File: config.mk
export PLATFORM = sky130hd
export DESIGN_NAME = nibble_serial_adder
export DESIGN_NICKNAME = d
export VERILOG_FILES = /design/src/rtl/alu_pkg.sv /design/src/rtl/nibble_add_slice.sv /design/src/rtl/nibble_serial_adder.sv
export SDC_FILE = /design/constraint.sdc
export NUM_CORES = 1
export LEC_CHECK = 0
export BUFFER_PORTS_ARGS = -buffer_cell sky130_fd_sc_hd__buf_4
export CAP_MARGIN = 40
export CORE_ASPECT_RATIO = 1.25
export CORE_MARGIN = 1
export CORE_UTILIZATION = 50
export DETAILED_ROUTE_END_ITERATION = 12
export PLACE_DENSITY = 0.78
export SYNTH_ARGS = -nofsm -noshare
export SYNTH_HDL_FRONTEND = slang
export SYNTH_SLANG_ARGS = --single-unit
File: constraint.sdc
create_clock -name clk -period 4.6 [get_ports clk]
set_input_delay 0.23 -clock clk [delete_from_list [all_inputs] [get_ports clk]]
set_output_delay 0.23 -clock clk [all_outputs]
set_load 0.01 [all_outputs]
File: src/rtl/alu_pkg.sv
// rtl/alu_pkg.sv - shared ALU opcodes, serial-adder state encoding and opcode check
package alu_pkg;

    localparam logic [1:0] ALU_OP_ADD = 2'b01;
    localparam logic [1:0] ALU_OP_SUB = 2'b10;

    typedef enum logic [1:0] {
        IDLE = 2'd0,
        RUN  = 2'd1,
        DONE = 2'd2
    } state_t;

    function automatic logic op_is_legal(input logic [1:0] op);
        return (op == ALU_OP_ADD) || (op == ALU_OP_SUB);
    endfunction

endpackage

File: src/rtl/nibble_add_slice.sv
// rtl/nibble_add_slice.sv - combinational 4-bit ripple adder slice built from fulladder cells
// fulladder:        a, b, cin -> s, cout (one-bit full adder cell)
// nibble_add_slice: a[3:0], b[3:0], cin -> s[3:0], cout
module fulladder (
    input  logic a,
    input  logic b,
    input  logic cin,
    output logic s,
    output logic cout
);
    assign s    = a ^ b ^ cin;
    assign cout = (a & b) | (cin & (a ^ b));
endmodule

module nibble_add_slice (
    input  logic [3:0] a,
    input  logic [3:0] b,
    input  logic       cin,
    output logic [3:0] s,
    output logic       cout
);
    logic [4:0] c;

    assign c[0] = cin;

    for (genvar i = 0; i < 4; i++) begin : g_bit
        fulladder u_fa (
            .a    (a[i]),
            .b    (b[i]),
            .cin  (c[i]),
            .s    (s[i]),
            .cout (c[i+1])
        );
    end

    assign cout = c[4];
endmodule

File: src/rtl/nibble_serial_adder.sv
// rtl/nibble_serial_adder.sv - NIBBLES*4-bit add/sub, one nibble per clock through a single 4-bit slice
// Inputs:  clk, reset (sync, active-high), start, op[1:0], a[W-1:0], b[W-1:0], carry_in
// Outputs: busy, done (pulse), valid (level), err (pulse), sum[W-1:0], carry_out, overflow, zero
module nibble_serial_adder
    import alu_pkg::*;
#(
    parameter int NIBBLES = 4
) (
    input  logic                 clk,
    input  logic                 reset,
    input  logic                 start,
    input  logic [1:0]           op,
    input  logic [4*NIBBLES-1:0] a,
    input  logic [4*NIBBLES-1:0] b,
    input  logic                 carry_in,
    output logic                 busy,
    output logic                 done,
    output logic                 valid,
    output logic                 err,
    output logic [4*NIBBLES-1:0] sum,
    output logic                 carry_out,
    output logic                 overflow,
    output logic                 zero
);

    localparam int W     = 4 * NIBBLES;
    localparam int IDX_W = (NIBBLES > 1) ? $clog2(NIBBLES) : 1;
    localparam logic [IDX_W-1:0] LAST_IDX = IDX_W'(NIBBLES - 1);

    state_t           state_q, state_d;
    logic [W-1:0]     a_q, b_q, acc_q, acc_d;
    logic [IDX_W-1:0] idx_q;
    logic             carry_q;

    logic             can_start, accept, illegal, is_sub, last;
    logic [3:0]       slice_s;
    logic             slice_cout;

    // start is only looked at when no operation is in flight
    assign can_start = start && (state_q == IDLE || state_q == DONE);
    assign accept    = can_start && op_is_legal(op);
    assign illegal   = can_start && !op_is_legal(op);
    assign is_sub    = (op == ALU_OP_SUB);
    assign last      = (state_q == RUN) && (idx_q == LAST_IDX);

    nibble_add_slice u_slice (
        .a    (a_q[idx_q*4 +: 4]),
        .b    (b_q[idx_q*4 +: 4]),
        .cin  (carry_q),
        .s    (slice_s),
        .cout (slice_cout)
    );

    // accumulator with the current nibble merged in; on the last nibble this is the full result
    always_comb begin
        acc_d = acc_q;
        acc_d[idx_q*4 +: 4] = slice_s;
    end

    always_ff @(posedge clk) begin
        if (reset) begin
            state_q <= IDLE;
        end else begin
            state_q <= state_d;
        end
    end

    always_comb begin
        state_d = state_q;
        case (state_q)
            IDLE:    if (accept) state_d = RUN;
            RUN:     if (last) state_d = DONE;
            DONE:    state_d = accept ? RUN : IDLE;
            default: state_d = IDLE;
        endcase
    end

    always_comb begin
        busy = (state_q == RUN);
        done = (state_q == DONE);
    end

    always_ff @(posedge clk) begin
        if (reset) begin
            a_q       <= '0;
            b_q       <= '0;
            acc_q     <= '0;
            idx_q     <= '0;
            carry_q   <= 1'b0;
            valid     <= 1'b0;
            err       <= 1'b0;
            sum       <= '0;
            carry_out <= 1'b0;
            overflow  <= 1'b0;
            zero      <= 1'b0;
        end else begin
            err <= illegal;
            if (accept) begin
                // subtract is a + ~b + 1, so b is inverted once here and the slice only adds
                a_q     <= a;
                b_q     <= is_sub ? ~b : b;
                carry_q <= is_sub ? 1'b1 : carry_in;
                idx_q   <= '0;
                valid   <= 1'b0;
            end else if (state_q == RUN) begin
                acc_q   <= acc_d;
                carry_q <= slice_cout;
                idx_q   <= idx_q + IDX_W'(1);
                if (last) begin
                    sum       <= acc_d;
                    carry_out <= slice_cout;
                    overflow  <= (a_q[W-1] == b_q[W-1]) && (acc_d[W-1] != a_q[W-1]);
                    zero      <= (acc_d == '0);
                    valid     <= 1'b1;
                end
            end
        end
    end

endmodule

-- After elaboration in Yosys (flattened, before gate mapping)
Index checks and enable logic that the tools add are counted.
- add/sub/neg operators: 2
- eq/ne operators: 9
- shifts and indexed selects: 4
- muxes and demuxes: 9
- bitwise operators: 22
- reductions and logical operators: 16
- operators by type and width (kind ; count):
    4-bit negator with 34-bit output ; 1
    4-bit by 34-bit variable shift with 16-bit output, first input constant ; 1
    4-bit by 34-bit variable part select with 16-bit output ; 1
    16-bit by 5-bit variable part select with 4-bit output ; 2
    16-bit bitwise mux ; 1
    16-bit zero test ; 1
    16-bit 2-to-1 mux ; 1
    16-bit inverter ; 1
    1-bit bitwise AND ; 8
    1-bit XOR ; 8
    2-bit == test, second input constant ; 3
    2-bit one-hot mux with 3 select lines ; 1
    2-bit AND reduction ; 3
    1-bit logical AND ; 5
    2-bit by 1-bit == test with 1-bit output, second input constant ; 2
    1-bit 2-to-1 mux ; 4
    2-bit 2-to-1 mux ; 2
    1-bit OR ; 4
    3-bit AND reduction ; 1
    2-bit by 1-bit adder with 2-bit output, second input constant ; 1
    2-bit zero test ; 1
    1-bit logical OR ; 2
    2-bit by 1-bit inequality test with 1-bit output, second input constant ; 1
    2-bit inequality test, second input constant ; 1
    other kinds (6) ; 6
- bits in registers: 74
- bits of input ports: 38
- output and inout bits: 23
- word-level logic and storage cells: 74

-- Longest topological paths before layout
Gate-level depths: netlist (run 1).
- depth in word-level cells: 13
- depth in mapped cells: 15
- gate-level depth less buffers: 14

-- Hierarchy
A second synthesis (run 1) with hierarchy kept.
- cells, all modules: 358
- area, all modules: 3255.6 um^2
- by module, submodules not included (module ; instances ; cells each ; area each (um^2) ; seq. area each (um^2)):
    nibble_serial_adder ; 1 ; 354 ; 3175.5 ; 1401.3
    fulladder ; 4 ; 1 ; 20.0 ; 0.0

-- Worst setup path before layout (run 1)
Ideal clock, no wire load.
- kind: register to register
- start: register idx_q[0]
- end: register overflow
- setup time: 0.091 ns
- data arrival time: 3.592 ns
- data required time: 4.509 ns
- setup slack: 0.917 ns
- stages on the path, launching flop included: 15
- path buffers: 1
- period minus slack after synthesis: 3.683 ns
- cells stage by stage: dfxtp_1 > buf_2 > mux4_2 > inv_1 > fa_1 > inv_1 > fa_1 > inv_1 > fa_1 > inv_1 > fa_1 > nor2b_1 > a41oi_1 > or3_1 > a311oi_1
- cells in the longest elaborated chain, start to end: 13
- elaborated cells between the ends (all ways): 28
- those cells by class: add/sub: 1; eq/ne: 2; shift: 4; mux: 1; bitwise: 17; reduce/logical: 3
- ends and longest elaborated chain (element ; line ; RTL):
    start: declaration ; nibble_serial_adder.sv:32 ; logic [IDX_W-1:0] idx_q;
    start signal: assignment ; nibble_serial_adder.sv:108 ; idx_q <= idx_q + IDX_W'(1);
    16-bit by 5-bit variable part select with 4-bit output (on tied branches) ; nibble_serial_adder.sv:47, nibble_serial_adder.sv:48 ;
    1-bit XOR ; nibble_add_slice.sv:11, nibble_add_slice.sv:12 ;
    1-bit bitwise AND ; nibble_add_slice.sv:12 ; assign cout = (a & b) | (cin & (a ^ b));
    1-bit OR ; nibble_add_slice.sv:12 ;
    1-bit bitwise AND ; nibble_add_slice.sv:12 ;
    1-bit OR ; nibble_add_slice.sv:12 ;
    1-bit bitwise AND ; nibble_add_slice.sv:12 ;
    1-bit OR ; nibble_add_slice.sv:12 ;
    1-bit XOR ; nibble_add_slice.sv:11 ; assign s = a ^ b ^ cin;
    4-bit by 34-bit variable part select with 16-bit output ; nibble_serial_adder.sv:57 ; acc_d[idx_q*4 +: 4] = slice_s;
    16-bit bitwise mux ; nibble_serial_adder.sv:57 ;
    1-bit inequality test ; nibble_serial_adder.sv:112 ; overflow <= (a_q[W-1] == b_q[W-1]) && (acc_d[W-1] != a_q[W-1]);
    1-bit logical AND ; nibble_serial_adder.sv:112 ;
    end signal: assignment ; nibble_serial_adder.sv:112 ;
    end: declaration ; nibble_serial_adder.sv:22 ; output logic overflow,
Several ways; a longest one is shown, not always the timed one.
A chain may end at the register's enable or synchronous reset.

-- Final worst setup path (run 1)
Same ends and word-level chain as after synthesis.

==> summary.md, run 1 <==
• 2619 — vias in the first global route
• sky130_fd_sc_hd__dfxtp_1 — most frequent standard cell in the layout excluding fill and tap cells
• 74.18 um — DIE WIDTH
• 698.1 ps — transition at the pin with the smallest max-transition slack
• 4 — first-pass iteration count of the detailed router
• flip-flop — nature of the critical path endpoint
• sky130_fd_sc_hd__dfxtp_1 (44%), sky130_fd_sc_hd__a211oi_1 (6.7%), sky130_fd_sc_hd__nor2_1 (5.6%) — cell types with the largest area share after synthesis
• 92.22 um — Die Ht
• 53.46% — Max-Slew Margin vs Limit
• 0 — Maximum Capacitance Violations
• 3742 um^2 — placed instance area
• 43.66% — register area share after synthesis
• finished, final reports clean — run status
• 11 — logic depth of the worst register-to-register path
• 3 — H-tree depth
• false — unrepaired setup endpoints after global routing
• 3970 um^2 — design area
• 3829 ps — shortest clock period the worst path allows after layout
• overflow — Reg-to-Reg End
• 22.40% — aggregate global-route resource usage
• 80 ps — clock-pin slew on the worst setup and hold paths
• 0 — number of hold buffers added after CTS
• flip-flop — kind of launch point of the worst setup path
• reg -> reg — type of the worst setup path
• 0 — final slew viol count
• 6246 um^2 — core box area
• 410 — Synthesized Nets
• 32 — Site Rows
• sky130_fd_sc_hd__dfxtp_1 — largest area contributor in the synthesized netlist
• 8.256 ps — setup clock skew after layout
• 359.1 nW/um^2 — power per cell area
• 22.78% — fraction of layout instances using a drive strength above 1
• 4850 ps — required time of the critical path
• 8.993 um^2 — Avg Cell Area, Syn
• 261.1 MHz — max frequency
• yes — CTS tree
• adder cells — gate family responsible for the most delay along the worst path
• 4.965 mm — sum of net half-perimeters after detailed placement
• 350 ps — source-to-sink clock delay at the later pin of the worst-skew pair
• 6.825 mm — post-detailed-routing wire length
• 2717 — detailed-route via count
• buf_4 -> mux4_2 -> fa_1 -> inv_1 -> fa_1 -> inv_1 -> fa_1 -> nor2b_1 -> a41oi_1 -> or3_1 -> a311oi_1 — ordered list of cells on the worst path
• 3256 um^2 — area of the mapped netlist
• 0 — total gr overflow
• 0 — number of endpoints with negative hold slack in the final report
• 60 — Port Buf Inserts
• 460 — post-layout net count
• 770 ps — reg-to-reg setup timing slack
• 0 — number of DRC violations after detailed routing
• in -> reg — path type of the worst min-delay path
• 13.60 um — routed length per placed instance
• 2 — Clock Path Buffers
• 0 — number of diodes
• 72 — largest net degree at the start of global routing
• 0 — initial antenna violation count
• 0 — Setup Viol. Count Final
• 12 — highest net fanout along the worst path
• 0 — number of synthesized flops with an enable pin
• 3 — worst hold path cell count
• 362 — cells after synthesis
• 0 — number of setup buffers added after CTS
• 9 — Inserted Clock Buffers
• 71 — flop and latch count out of synthesis
• 620 ps — delay of the slowest critical-path stage
• sky130_fd_sc_hd__dfxtp_1 — Critical Path Slowest Stage Cell
• sky130_fd_sc_hd__dfxtp_1 (71), sky130_fd_sc_hd__buf_4 (63), sky130_fd_sc_hd__nor2_1 (49), sky130_fd_sc_hd__nand2_1 (44), sky130_fd_sc_hd__a211oi_1 (29) — most used cells in the layout excluding fill and tap cells
• 71 — Clock Sinks
• 197 — Iter 0 DRT Violations
• 0 ps — Setup TNS Final
• sky130_fd_sc_hd__fa_1 — cell mode on critical path
• 21.94% — area overhead of the layout relative to synthesis
• 0 — antenna-violating nets left
• 3 — buffering stage count on the worst path with inverters included
• 234.0 uV — maximum ir drop on the vdd rail
• a[15] — start point of the worst hold path
• sky130_fd_sc_hd__clkbuf_8 — root cell of the clock tree
• 555 — number of fill cells
• 42 — Yosys cell types
• 11.62 mm — global-route wire length before repair
• a_q[15] — Endpoint, Worst Hold
• idx_q[0] — origin of the critical flop-to-flop path
• 61 — number of top-level pins
• 4080 ps — worst endpoint data arrival time
• 52.12% — initial core utilization
• 0.9307 — RD Place Congestion
• 43.66% — fraction of post-synthesis cell area in the top cell type by area
• 83.25% — Final Cycle Share
• 6840 um^2 — Die ar.
• 794.8 ps — pre-CTS WS
• 1.513 nW — leakage power summed over all cells
• 0% — Synth async-reset ratio
• 770.7 ps — final setup margin
• sky130_fd_sc_hd__dfxtp_1 — top flip-flop cell by instance count after synthesis
• 5.412 — average vias per placed instance
• 0 — total of cells resized after clock tree synthesis
• 0 — Synthesis Warnings
## stage by stage
stage	util, %	power (W)	hold slack (ps)	cells
finish	63.56	0.001426	122.1	502
floorplan	-	0.0008366	314.2	362
global route	63.56	0.001487	127.3	502
CTS	63.32	0.001433	107.8	501
detailed placement	59.92	0.0009070	448.8	485
global placement	59.60	0.0008990	438.5	483
## routing by layer
metal | track usage [%] | vias to the layer above | routed length [um]
met5 | 0 | - | 0
met4 | 11.22 | 0 | 133
met3 | 5.495 | 14 | 386
met2 | 35.53 | 98 | 3429
met1 | 27.77 | 1236 | 2875
li1 | - | 1369 | -
## registers in the layout, indices dropped and copies added (netlist names)
register / cells
acc_q: 13
a_q: 16
zero: 1
idx_q: 2
b_q: 16
carry_out: 1
sum: 16
err: 1
state_q: 2
overflow: 1
carry_q: 1
valid: 1
## synth_stat cells, drive strengths merged, types with 4 or more instances
| master | n |
|---|---|
| dfxtp | 71 |
| nor2 | 49 |
| nand2 | 44 |
| a211oi | 29 |
| a21oi | 26 |
| clkbuf | 17 |
| inv | 17 |
| xnor2 | 17 |
| buf | 10 |
| nor2b | 10 |
| nor3 | 9 |
| mux4 | 8 |
| ha | 6 |
| nand3 | 5 |
| a41oi | 4 |
| fa | 4 |
| o21ai | 4 |
## cells by family (layout without fill, tap and decap cells)
group           count (synthesis)  in the layout  synth area share, %
simple gates                  129            129                18.06
buf+inv                        44             99                5.611
compound gates                 83             83                17.79
flops                          71             71                43.66
xor+xnor                       17             17                4.573
fa+ha+maj                      10             10                4.766
mux                             8              8                5.534
## report_power, final
| part | internal [W] | switching [W] | leakage [nW] |
|---|---|---|---|
| Combinational | 0.000102 | 0.000124 | 0.833 |
| Sequential | 0.000646 | 0.0000233 | 0.578 |
| Clock | 0.000303 | 0.000228 | 0.102 |
| Total | 0.00105 | 0.000375 | 1.51 |
## worst reg2reg max path, stage by stage, from the launching register on
cell and delay (ps):
sky130_fd_sc_hd__dfxtp_1 620, sky130_fd_sc_hd__buf_4 280, sky130_fd_sc_hd__mux4_2 530, sky130_fd_sc_hd__fa_1 430, sky130_fd_sc_hd__inv_1 80, sky130_fd_sc_hd__fa_1 160, sky130_fd_sc_hd__inv_1 50, sky130_fd_sc_hd__fa_1 560
sky130_fd_sc_hd__nor2b_1 250, sky130_fd_sc_hd__a41oi_1 190, sky130_fd_sc_hd__or3_1 350, sky130_fd_sc_hd__a311oi_1 240
## how the worst max path moves through the flow
stage	from	endpoint	slack, ps	cells past startpoint
after global routing	idx_q[0]	zero	470	14
after floorplan	idx_q[0]	overflow	920	14
after detailed placement	idx_q[0]	overflow	790	11
final	idx_q[0]	overflow	770	11
after global placement	idx_q[0]	overflow	890	11
after CTS	idx_q[0]	overflow	780	11
## final cells by class
type	instances	area [um^2]	area share (%)
clock buffer	10	127.6	3.215
clock inverter	6	85.08	2.143
inverter	17	63.81	1.607
multi-input combinational	247	1658	41.76
sequential	71	1421	35.80
tap	85	106.4	2.679
timing repair buffer	66	508.0	12.80
No activity file was read; power rests on OpenSTA's default activity.
==> run 2, diff against run 1 <==
--- a/config.mk
+++ b/config.mk
@@ -5,13 +5,14 @@
 export SDC_FILE = /design/constraint.sdc
 export NUM_CORES = 1
 export LEC_CHECK = 0
+export ABC_AREA = 1
 export BUFFER_PORTS_ARGS = -buffer_cell sky130_fd_sc_hd__buf_4
 export CAP_MARGIN = 40
 export CORE_ASPECT_RATIO = 1.25
 export CORE_MARGIN = 1
 export CORE_UTILIZATION = 50
 export DETAILED_ROUTE_END_ITERATION = 12
-export PLACE_DENSITY = 0.78
+export PLACE_DENSITY = 0.8
 export SYNTH_ARGS = -nofsm -noshare
 export SYNTH_HDL_FRONTEND = slang
 export SYNTH_SLANG_ARGS = --single-unit
==> constraint.sdc (replaced) <==
create_clock -name clk -period 3.37 [get_ports clk]
set_input_delay 0.1685 -clock clk [delete_from_list [all_inputs] [get_ports clk]]
set_output_delay 0.1685 -clock clk [all_outputs]
set_load 0.01 [all_outputs]
==> run 2 against run 1 <==
Effect of this change:
- area after synthesis grew 7.9%
- sequential share of layout area down 0.51 points
- combinational power rose by 40%
- die area up 7.7%
- critical endpoint is now zero
==> summary.md, run 2 <==
• sky130_fd_sc_hd__dfxtp_1 (42%), sky130_fd_sc_hd__nand2_1 (11%), sky130_fd_sc_hd__o21ai_0 (6.4%) — cell types with the largest area share after synthesis
• 162.7 ps — pre-CTS WS
• 42.17% — fraction of post-synthesis cell area in the top cell type by area
• 537 — Synthesized Nets
• 4 — first-pass iteration count of the detailed router
• 28.11% — fraction of power spent switching nets
• 0.001921 W — total power
• 0 — Maximum Capacitance Violations
• 1685 um^2 — area occupied by multi-input gates
• sky130_fd_sc_hd__nand2_1 (105), sky130_fd_sc_hd__dfxtp_1 (72), sky130_fd_sc_hd__buf_4 (67), sky130_fd_sc_hd__inv_1 (55), sky130_fd_sc_hd__nor2_1 (52) — most used cells in the layout excluding fill and tap cells
• 489 — cells after synthesis
• 0 — initial antenna violation count
• 4019 um^2 — placed instance area
• 95.72 um — Die Ht
• 591 — post-layout net count
• reg -> reg — type of the worst setup path
• 3513 um^2 — area of the mapped netlist
• 0 — number of setup buffers added after CTS
• 33 — Site Rows
• 290 ps — reg-to-reg setup timing slack
• 12.78 um — routed length per placed instance
• sky130_fd_sc_hd__dfxtp_1 — top flip-flop cell by instance count after synthesis
• sky130_fd_sc_hd__nand2_1 — most frequent standard cell in the layout excluding fill and tap cells
• 3049 — vias in the first global route
• 3660 ps — required time of the critical path
• 0 — total gr overflow
• 642 — number of fill cells
• sky130_fd_sc_hd__clkbuf_8 — root cell of the clock tree
• false — unrepaired setup endpoints after global routing
• 41 — largest net degree at the start of global routing
• 7.488 ps — setup clock skew after layout
• 74 — Clock Sinks
• idx_q[0] — origin of the critical flop-to-flop path
• 76.98 um — DIE WIDTH
• 91.26% — Final Cycle Share
• 60 — Port Buf Inserts
• 28 — Yosys cell types
• sky130_fd_sc_hd__dfxtp_1 — largest area contributor in the synthesized netlist
• 0.0005399 W — Switching Power
• 1.974 nW — leakage power summed over all cells
• yes — CTS tree
• 3 — H-tree depth
• 52.53% — initial core utilization
• 0 — number of endpoints with negative hold slack in the final report
• 294.7 ps — final setup margin
• 61 — number of top-level pins
• 4212 um^2 — design area
• finished, final reports clean — run status
• 0.001381 W — design internal power
• a[11] — start point of the worst hold path
• 5.126 — average vias per placed instance
• 23.50% — Simple-Gate Fraction of Synth Area
• in -> reg — path type of the worst min-delay path
• 3250 — detailed-route via count
• flip-flop — nature of the critical path endpoint
• 49.1% — sequential cell fraction of total power
• 3075 ps — shortest clock period the worst path allows after layout
• simple AND/OR/NAND/NOR gates — main combinational cell family by area after synthesis
• 0 — Synthesis Warnings
• 0 — number of DRC violations after detailed routing
• 8.104 mm — post-detailed-routing wire length
• 0 — antenna-violating nets left
• 3360 ps — worst endpoint data arrival time
• 325.2 MHz — max frequency
• 0 — final slew viol count
• 0 ps — Setup TNS Final
• 5.994 mm — sum of net half-perimeters after detailed placement
• 19.87% — area overhead of the layout relative to synthesis
• 2 — Clock Path Buffers
• 34.4% — clock share of power
• 74 — flop and latch count out of synthesis
• 0.9330 — RD Place Congestion
• 634 — Finished Layout Cells
• 3.989% — Post-Synth XOR/XNOR Area
• 0 — number of diodes
• 456.1 nW/um^2 — power per cell area
• 619 — number of placed instances with taps included
• 1486 um^2 — FF/Latch Area
• 732.3 ps — transition at the pin with the smallest max-transition slack
• 11 — highest net fanout along the worst path
• 0 — Setup Viol. Count Final
• 24.22% — aggregate global-route resource usage
• 0 — number of synthesized flops with an enable pin
• 9 — Inserted Clock Buffers
• 16.82% — fraction of layout instances using a drive strength above 1
• 6689 um^2 — core box area
• 0% — share of synthesized area spent on multiplexers
• 217 — Iter 0 DRT Violations
• 4.416% — adder and majority cell fraction of the synthesized area
• a_q[11] — Endpoint, Worst Hold
• 42.17% — register area share after synthesis
• flip-flop — kind of launch point of the worst setup path
• 251.4 uV — maximum ir drop on the vdd rail
• 13.76 mm — global-route wire length before repair
• 16.4% — part of the power in combinational logic
• 3 — worst hold path cell count
• sky130_fd_sc_hd__nand2_1 (105), sky130_fd_sc_hd__dfxtp_1 (74), sky130_fd_sc_hd__inv_1 (55), sky130_fd_sc_hd__nor2_1 (52), sky130_fd_sc_hd__o21ai_0 (45) — commonest cells in the netlist
• 80 ps — clock-pin slew on the worst setup and hold paths
• sky130_fd_sc_hd__nand2_1 — dominant cell by count in the synthesized netlist
• 360 ps — source-to-sink clock delay at the later pin of the worst-skew pair
• 7368 um^2 — Die ar.
• 7.185 um^2 — Avg Cell Area, Syn
• zero — Reg-to-Reg End
• 0% — Synth async-reset ratio
• 17 — logic depth of the worst register-to-register path
• 51.13% — Max-Slew Margin vs Limit
• 16.06% — compound-cell area share of the yosys netlist
-- run 2: cell type report --
type                            count  share of cell area, %
Multi-Input combinational cell    331                  40.02
Tap cell                           87                  2.585
Inverter                           58                  5.169
Sequential cell                    74                  35.29
Clock buffer                       10                  3.030
Timing Repair Buffer               69                  12.57
Clock inverter                      5                  1.337
-- run 2: metrics by stage --
step	hold WS [ps]	utilization [%]
after floorplan	256.9	-
after global placement	421.5	59.86
after detailed placement	427.5	60.08
after CTS	48.10	62.83
after global routing	70.11	62.96
final	62.47	62.96
-- run 2: cells by family after synthesis --
logic type,after synthesis
AND/OR/NAND/NOR,200
AO/OA/AOI/OAI,105
buffers and inverters,84
flip-flops,74
XOR/XNOR,16
adder cells (fa/ha/maj),10
-- run 2: metal layers --
layer	track usage [%]	share of wire, %
met3	4.645	4.7
met1	27.07	42
met5	0	0
met2	43.23	51
met4	14.31	2.5
-- run 2: critical path: stages (launching register included) --
cell and delay, ps:
sky130_fd_sc_hd__dfxtp_4 400, sky130_fd_sc_hd__o21ai_0 120, sky130_fd_sc_hd__a21oi_1 170, sky130_fd_sc_hd__a21oi_1 80, sky130_fd_sc_hd__fa_1 400, sky130_fd_sc_hd__inv_1 80, sky130_fd_sc_hd__fa_1 160, sky130_fd_sc_hd__inv_1 60
sky130_fd_sc_hd__fa_1 350, sky130_fd_sc_hd__inv_1 70, sky130_fd_sc_hd__fa_1 450, sky130_fd_sc_hd__nand3_1 150, sky130_fd_sc_hd__o21bai_2 100, sky130_fd_sc_hd__nor2_1 110, sky130_fd_sc_hd__nand2_1 50, sky130_fd_sc_hd__nor2_1 90
sky130_fd_sc_hd__nand2_1 50, sky130_fd_sc_hd__a21oi_1 110
-- run 2: timing repair --
item                                    in CTS  in global routing
resized for setup                            0                  5
hold buffers                                 0                  0
endpoints found under the setup margin       0                  4
-- run 2: worst max path at each step --
stage	slack, ps	end	start	cells past startpoint
global route	20	zero	idx_q[0]	20
finish	290	zero	idx_q[0]	17
floorplan	210	zero	idx_q[0]	20
CTS	160	zero	idx_q[0]	17
global placement	310	zero	idx_q[0]	18
detailed placement	160	zero	idx_q[0]	17
-- run 2: power by group through the flow --
stage                     logic, W  registers (W)  clock network (W)
final                     0.000316       0.000943           0.000661
after global routing      0.000360       0.000948           0.000703
after CTS                 0.000315       0.000943           0.000671
after detailed placement  0.000314       0.000963                  0
after global placement    0.000303       0.000962                  0
after floorplan           0.000224       0.000954                  0
